--- config.mk ---
export PLATFORM = sky130hd
export DESIGN_NAME = mult_share_ctrl
export DESIGN_NICKNAME = d
export VERILOG_FILES = /design/src/rtl/mult_share_ctrl.sv
export SDC_FILE = /design/constraint.sdc
export NUM_CORES = 1
export LEC_CHECK = 0
export CAP_MARGIN = 20
export CORE_MARGIN = 5
export CORE_UTILIZATION = 40
export DETAILED_ROUTE_END_ITERATION = 8
export GPL_TIMING_DRIVEN = 0
export PLACE_DENSITY = 0.84
export RECOVER_POWER = 100
export SLEW_MARGIN = 15
export SYNTH_ARGS = -nofsm -noshare
export SYNTH_HDL_FRONTEND = slang
export SYNTH_SLANG_ARGS = --single-unit
--- constraint.sdc ---
create_clock -name clk -period 2.27 [get_ports clk]
set_input_delay 0.5675 -clock clk [delete_from_list [all_inputs] [get_ports clk]]
set_output_delay 0.5675 -clock clk [all_outputs]
set_load 0.01 [all_outputs]
--- src/rtl/mult_share_ctrl.sv ---
// mult_share_ctrl
//   Round-robin arbiter and sequencer that shares one external combinational
//   4x4 unsigned multiplier among NUM_REQ requesters. The winner's operands
//   are registered onto the multiplier inputs. The product is captured after
//   SETTLE_CYCLES and returned with a one-cycle resp_valid pulse.
//
//   Optional build macro: MULT_ZERO_BYPASS_EN
//     When defined, a grant whose operand is zero completes immediately.
//     resp_valid rises together with gnt, product is 0, and the block stays idle.
//
// Ports
//   clk, rst          clock, asynchronous active-high reset
//   req               request level per requester
//   req_factor1/2     flattened 4-bit operands, requester i at [4i+3:4i]
//   gnt               one-hot grant pulse
//   resp_valid        one-hot result pulse
//   product           last captured product (held)
//   busy              high while an operation is in flight
//   mul_factor1/2     registered operands to the multiplier
//   mul_product       multiplier result
module mult_share_ctrl #(
  parameter int NUM_REQ       = 4,
  parameter int SETTLE_CYCLES = 1
) (
  input  logic                   clk,
  input  logic                   rst,
  input  logic [NUM_REQ-1:0]     req,
  input  logic [4*NUM_REQ-1:0]   req_factor1,
  input  logic [4*NUM_REQ-1:0]   req_factor2,
  output logic [NUM_REQ-1:0]     gnt,
  output logic [NUM_REQ-1:0]     resp_valid,
  output logic [7:0]             product,
  output logic                   busy,
  output logic [3:0]             mul_factor1,
  output logic [3:0]             mul_factor2,
  input  logic [7:0]             mul_product
);

  localparam int IDW = $clog2(NUM_REQ);
  localparam int CW  = (SETTLE_CYCLES > 1) ? $clog2(SETTLE_CYCLES) : 1;
  localparam logic [NUM_REQ-1:0] ONE = NUM_REQ'(1);

`ifdef MULT_ZERO_BYPASS_EN
  localparam bit ZB = 1'b1;
`else
  localparam bit ZB = 1'b0;
`endif

  typedef enum logic {IDLE, WAIT} state_t;

  state_t         state;
  logic [IDW-1:0] id, last_id, win_id;
  logic [CW-1:0]  cnt;
  logic           win_vld;
  logic [3:0]     win_f1, win_f2;

  // Round-robin search starting one past the last winner.
  always_comb begin
    win_id  = '0;
    win_vld = 1'b0;
    for (int k = 1; k <= NUM_REQ; k++) begin
      if (!win_vld && req[(int'(last_id) + k) % NUM_REQ]) begin
        win_vld = 1'b1;
        win_id  = IDW'((int'(last_id) + k) % NUM_REQ);
      end
    end
  end

  assign win_f1 = req_factor1[int'(win_id)*4 +: 4];
  assign win_f2 = req_factor2[int'(win_id)*4 +: 4];

  always_ff @(posedge clk or posedge rst) begin
    if (rst) begin
      state       <= IDLE;
      id          <= '0;
      last_id     <= IDW'(NUM_REQ-1);
      cnt         <= '0;
      gnt         <= '0;
      resp_valid  <= '0;
      product     <= '0;
      busy        <= 1'b0;
      mul_factor1 <= '0;
      mul_factor2 <= '0;
    end else begin
      gnt        <= '0;
      resp_valid <= '0;
      case (state)
        IDLE: begin
          if (win_vld) begin
            id          <= win_id;
            last_id     <= win_id;
            mul_factor1 <= win_f1;
            mul_factor2 <= win_f2;
            gnt         <= ONE << win_id;
            if (ZB && (win_f1 == 4'd0 || win_f2 == 4'd0)) begin
              // Zero product is known up front; no need to wait on the array.
              product    <= '0;
              resp_valid <= ONE << win_id;
            end else begin
              cnt   <= CW'(SETTLE_CYCLES-1);
              state <= WAIT;
              busy  <= 1'b1;
            end
          end
        end
        WAIT: begin
          if (cnt != '0) begin
            cnt <= cnt - CW'(1);
          end else begin
            product    <= mul_product;
            resp_valid <= ONE << id;
            state      <= IDLE;
            busy       <= 1'b0;
          end
        end
        default: state <= IDLE;
      endcase
    end
  end

endmodule

=== Word level (Yosys, flattened, before mapping) ===
Index checks and enable logic that the tools add are counted.
W data, S select, Z words.

* Bits in registers: 31
* Bits in latches: 0
* Bits in writable memories: 0
* Bits in read-only memories: 0
* Bits of input ports: 46
* Output and inout port bits: 25
* Word-level logic and storage cells: 77
* Memories: 0

* $add $sub $neg: 5
* $mul: 0
* Divide/modulo/power cells: 0
* $lt $le $gt $ge: 4
* Equal/unequal tests: 2
* Shift-type cells: 4
* Multiplexer cells: 33
* Bitwise logic cells: 6
* Reductions and logical operators: 13

{| class="wikitable"
|+ Operator list
! operator !! number
|-
| $shiftx A16 B5 Y4 || 2
|-
| $mux W1 || 18
|-
| $lt A3 B4 Y1 const B || 4
|-
| $mux W4 || 4
|-
| $bmux W1 S2 || 4
|-
| $mux W2 || 4
|-
| $reduce_or A2 Y1 || 4
|-
| $shl A1 B2 Y4 const A || 2
|-
| $pmux W1 S2 || 3
|-
| $reduce_and A2 Y1 || 3
|-
| $add A2 B1 Y2 const B || 2
|-
| $add A2 B2 Y2 const B || 2
|-
| $and A1 B1 Y1 const A || 4
|-
| $ne A2 B2 Y1 const B || 2
|-
| $logic_and A1 B1 Y1 || 3
|-
| $logic_not A1 Y1 || 3
|-
| $not A1 Y1 || 2
|-
| $sub A1 B1 Y1 const B || 1
|}

=== Longest topological paths before layout ===
* Word-level depth: 19
* Mapped depth: 7
* Depth with buffers taken out: 5

=== Worst setup path after synthesis ===
No wires, ideal clock.

* Kind: input to register
* From: input req[2]
* To: register mul_factor2[2]
* Setup time: 0.133 ns
* Arrival: 1.722 ns
* Data required time: 2.137 ns
* Path slack: 0.415 ns
* Stages on the path: 7
* Buffers on the path: 2
* Cell sequence: nor2_1 -> o21ai_2 -> and3_1 -> buf_6 -> buf_12 -> a211oi_1 -> a211oi_2

* Cells in the longest elaborated chain, start to end: 14
* Elaborated cells between the ends (all ways): 28
* Those cells by class: shift (1); mux (20); reduce/logical (7)

{| class="wikitable"
|+ Ends and longest elaborated chain
! item !! line !! source
|-
| start: declaration || 27 || <nowiki>input logic [NUM_REQ-1:0] req,</nowiki>
|-
| $bmux W1 S2 || 62 || <nowiki>if (!win_vld && req[(int'(last_id) + k) % NUM_REQ]) begin</nowiki>
|-
| $mux W1 (implied by the code) (2 in series) || 62 ||
|-
| $mux W1 || 62 ||
|-
| $logic_not A1 Y1 || 62 ||
|-
| $logic_and A1 B1 Y1 || 62 ||
|-
| $mux W1 || 62 ||
|-
| $logic_not A1 Y1 || 62 ||
|-
| $logic_and A1 B1 Y1 || 62 ||
|-
| $mux W1 || 62 ||
|-
| $logic_not A1 Y1 || 62 ||
|-
| $logic_and A1 B1 Y1 || 62 ||
|-
| $mux W2 / $mux W1 (equally long branches) || 62 ||
|-
| $shiftx A16 B5 Y4 / $reduce_and A2 Y1 (equally long branches) || -- ||
|-
| end signal: assignment || 93 || <nowiki>mul_factor2 <= win_f2;</nowiki>
|-
| end: declaration || 35 || <nowiki>output logic [3:0] mul_factor2,</nowiki>
|}

Several ways; a longest one is shown, not always the timed one. The select of a mux whose other input is x is not followed.
A chain may end at the register's enable or synchronous reset.

=== Final worst setup path ===
* From: input req[0]
* To: register mul_factor2[2]

The elaborated chain is that of the path after synthesis.

==> impl_metrics.ini <==
[run_status]
outcome = complete, no violations

[power_and_ir_drop]
p_sw_share_pct = 34.1
powerDensity_nw_per_um2 = 986
pwr-share-seq_pct = 36.3
vdd_ir_drop_max_uv = 437
combPwrFrac_pct = 45.0
internal_power_uw = 1530
clkPwrFrac_pct = 18.6
p_sw_uw = 793
report.power.total_uw = 2330
p_leak_uw = 0.00103

[critical_path]
worstSetupPathType = in2reg
cp_max_fo = 10
reg2reg_slack_ns = 0.43
crit_top_cell = buf_6
crit-reg2reg-launch = last_id[1]
cp.arrival_ns = 2.31
cp_num_buf_inv = 3
max_stage_delay_ns = 0.53
critPathTopFamily = buffers and inverters
path_cells = clkdlybuf4s50_1 > and2b_2 > o21ai_4 > and3_1 > buf_6 > buf_6 > mux2i_1 > a211oi_2
cp-startpoint = req[0]
end_kind = flop
worst_setup_path_start_kind = input pin
crit_required_ns = 2.41
slowest_stage = clkdlybuf4s50_1

[floorplanning]
dieArea_um2 = 4970
io_pins = 71
rows = 22
initial_utilization_pct = 40.6
core_area_um2 = 3610
fp.dieH_um = 70.5
chipWidth_um = 70.5

[grt]
gr-usage-all-layers_pct = 15.8
grt_first_pass_wirelength_um = 6080
overflow = 0
antenna_found_initial = 0
grt_max_degree = 20
grt_pass1_vias = 1341

[worst_hold_path]
hp-class = reg2reg
hold_start = id[1]

[final_layout]
nNetsFinal = 259
layout-drive-gt1-share_pct = 17.8
num-fill-cells = 302
final-seq-area_um2 = 753
area_growth_syn_to_layout_pct = 61.3
multiInputGateArea_um2 = 642
diodes = 0
instances_no_fill = 262

[yosys]
synth_edf_count = 0
synth_nets = 179
synth_ff_type = dfrtp_1
postSynth.asyncResetShare_pct = 100
syn_inst = 133
synth_area_um2 = 1460
syn_avg_cell_area_um2 = 11.0
yosysWarnings = 0
ys_types = 31
synth-seq-area-share_pct = 51.5
synth_seq_cells = 30

[routing]
routed_wl_um = 3740
drc_errors = 0
postRouteAntennaNets = 0
drtPass1Iterations = 4
vias_per_cell = 4.90
wire_per_inst_um = 14.3
vias = 1285
drt_iter0_markers = 93

[cts]
clockRootBuffer = clkbuf_8
h-tree-depth = 2
cts_made_buffers = 5
tritoncts = built
clk_latency_ns = 0.28
clock-sinks = 30
path_clk_slew_ns = 0.06
clk_path_buf_depth = 2
cts_hold_buf = 0

[timing]
worst_slew_pin_slew_ns = 0.677
clock_skew_ns = 0.00695
tns_ns = 0
final-hold-violation-count = 0
finalSetupViolCount = 0
timing.hold.ws_ns = 0.494
rsz0062_at_grt = no
fin_crit_sh_pct = 95.7
worst_slack_ns = 0.0983
slew_headroom_pct = 54.8
finalMaxSlewViolations = 0
clock.fmax_ghz = 0.460
post-route-min-period_ns = 2.17

[placed_design]
gp_congestion = 0.761
dpl.hpwl_um = 2850
dp_slack_ns = -0.357
dp_cells = 252
numPortBuffers = 70

[job]
max_cap_violations = 0
state kept, by name (all words and copies together), names as in the netlist:
signal	count
busy	1
resp_valid	4
gnt	4
mul_factor1	4
mul_factor2	4
last_id	2
id	2
state	1
product	8
cell type report:
type                            count  area share (%)
Tap cell                           48            2.55
Clock inverter                      1           0.212
Buffer                              5            1.48
Inverter                           13            2.07
Sequential cell                    30            31.9
Timing Repair Buffer               74            30.9
Multi-Input combinational cell     84            27.2
Clock buffer                        7            3.66
per-layer routing:
layer,track usage [%],up-vias,wire length [um]
met2,26.5,64,1860
met5,0,-,0
met1,17.2,579,1390
li1,-,635,-
met3,7.77,7,439
met4,5.53,0,50
power groups by stage:
stage          logic, uW  clock network [uW]  registers, uW
6_report            1050                 433            845
3_5_place_dp        1100                   0            865
3_3_place_gp        1080                   0            853
5_1_grt             1140                 475            874
2_1_floorplan        519                   0            926
4_1_cts             1120                 446            856
logic make-up after synthesis:
| kind of cell | count (synthesis) | synth area share, % |
|---|---|---|
| multiplexers | 16 | 11.6 |
| AO/OA/AOI/OAI | 36 | 19.0 |
| buffers and inverters | 19 | 6.50 |
| flip-flops | 30 | 51.5 |
| AND/OR/NAND/NOR | 32 | 11.4 |
placed cells by master (no fill, tap or decap), drive strengths merged, types with 4 or more instances in the layout:
master / synthesis / final
a211oi: 16 / 16
a31oi: 9 / 9
buf: 3 / 6
clkbuf: 3 / 10
clkdlybuf4s50: 0 / 40
dfrtp: 28 / 28
dlygate4sd3: 0 / 29
inv: 13 / 13
mux2: 8 / 8
mux2i: 8 / 8
nand2: 4 / 4
nor2: 14 / 14
o21ai: 5 / 5
cell usage after synthesis, drive strengths merged, types with 2 or more instances:
master,number,area [um2]
dfrtp,28,701
a211oi,16,130
nor2,14,52.6
inv,13,48.8
a31oi,9,56.3
mux2,8,90.1
mux2i,8,80.1
o21ai,5,51.3
nand2,4,15.0
a21oi,3,15.0
and3,3,18.8
buf,3,35.0
clkbuf,3,11.3
nor2b,3,23.8
and2,2,13.8
dfstp,2,52.6
o21a,2,15.0
final timing paths:
kind,endpoint,depth (start not counted)
max,mul_factor2[2],8
min,resp_valid[0],1
max reg2reg,mul_factor1[1],5
min reg2reg,resp_valid[0],1
max in group asynchronous,gnt[0],3
min in group asynchronous,gnt[3],2
what timing repair did:
item                                    4_1_cts  5_1_grt
setup buffers                                 1        2
pin swaps                                     1        1
gates resized for setup                       3        7
endpoints found under the setup margin        7        8
through the flow:
step	instance area [um2]	util (%)
after floorplan	1460	-
after detailed placement	2240	62.1
final	2360	65.4
after global routing	2360	65.4
after CTS	2350	65.1
after global placement	2220	61.7
(Power assumes the default switching activity.)
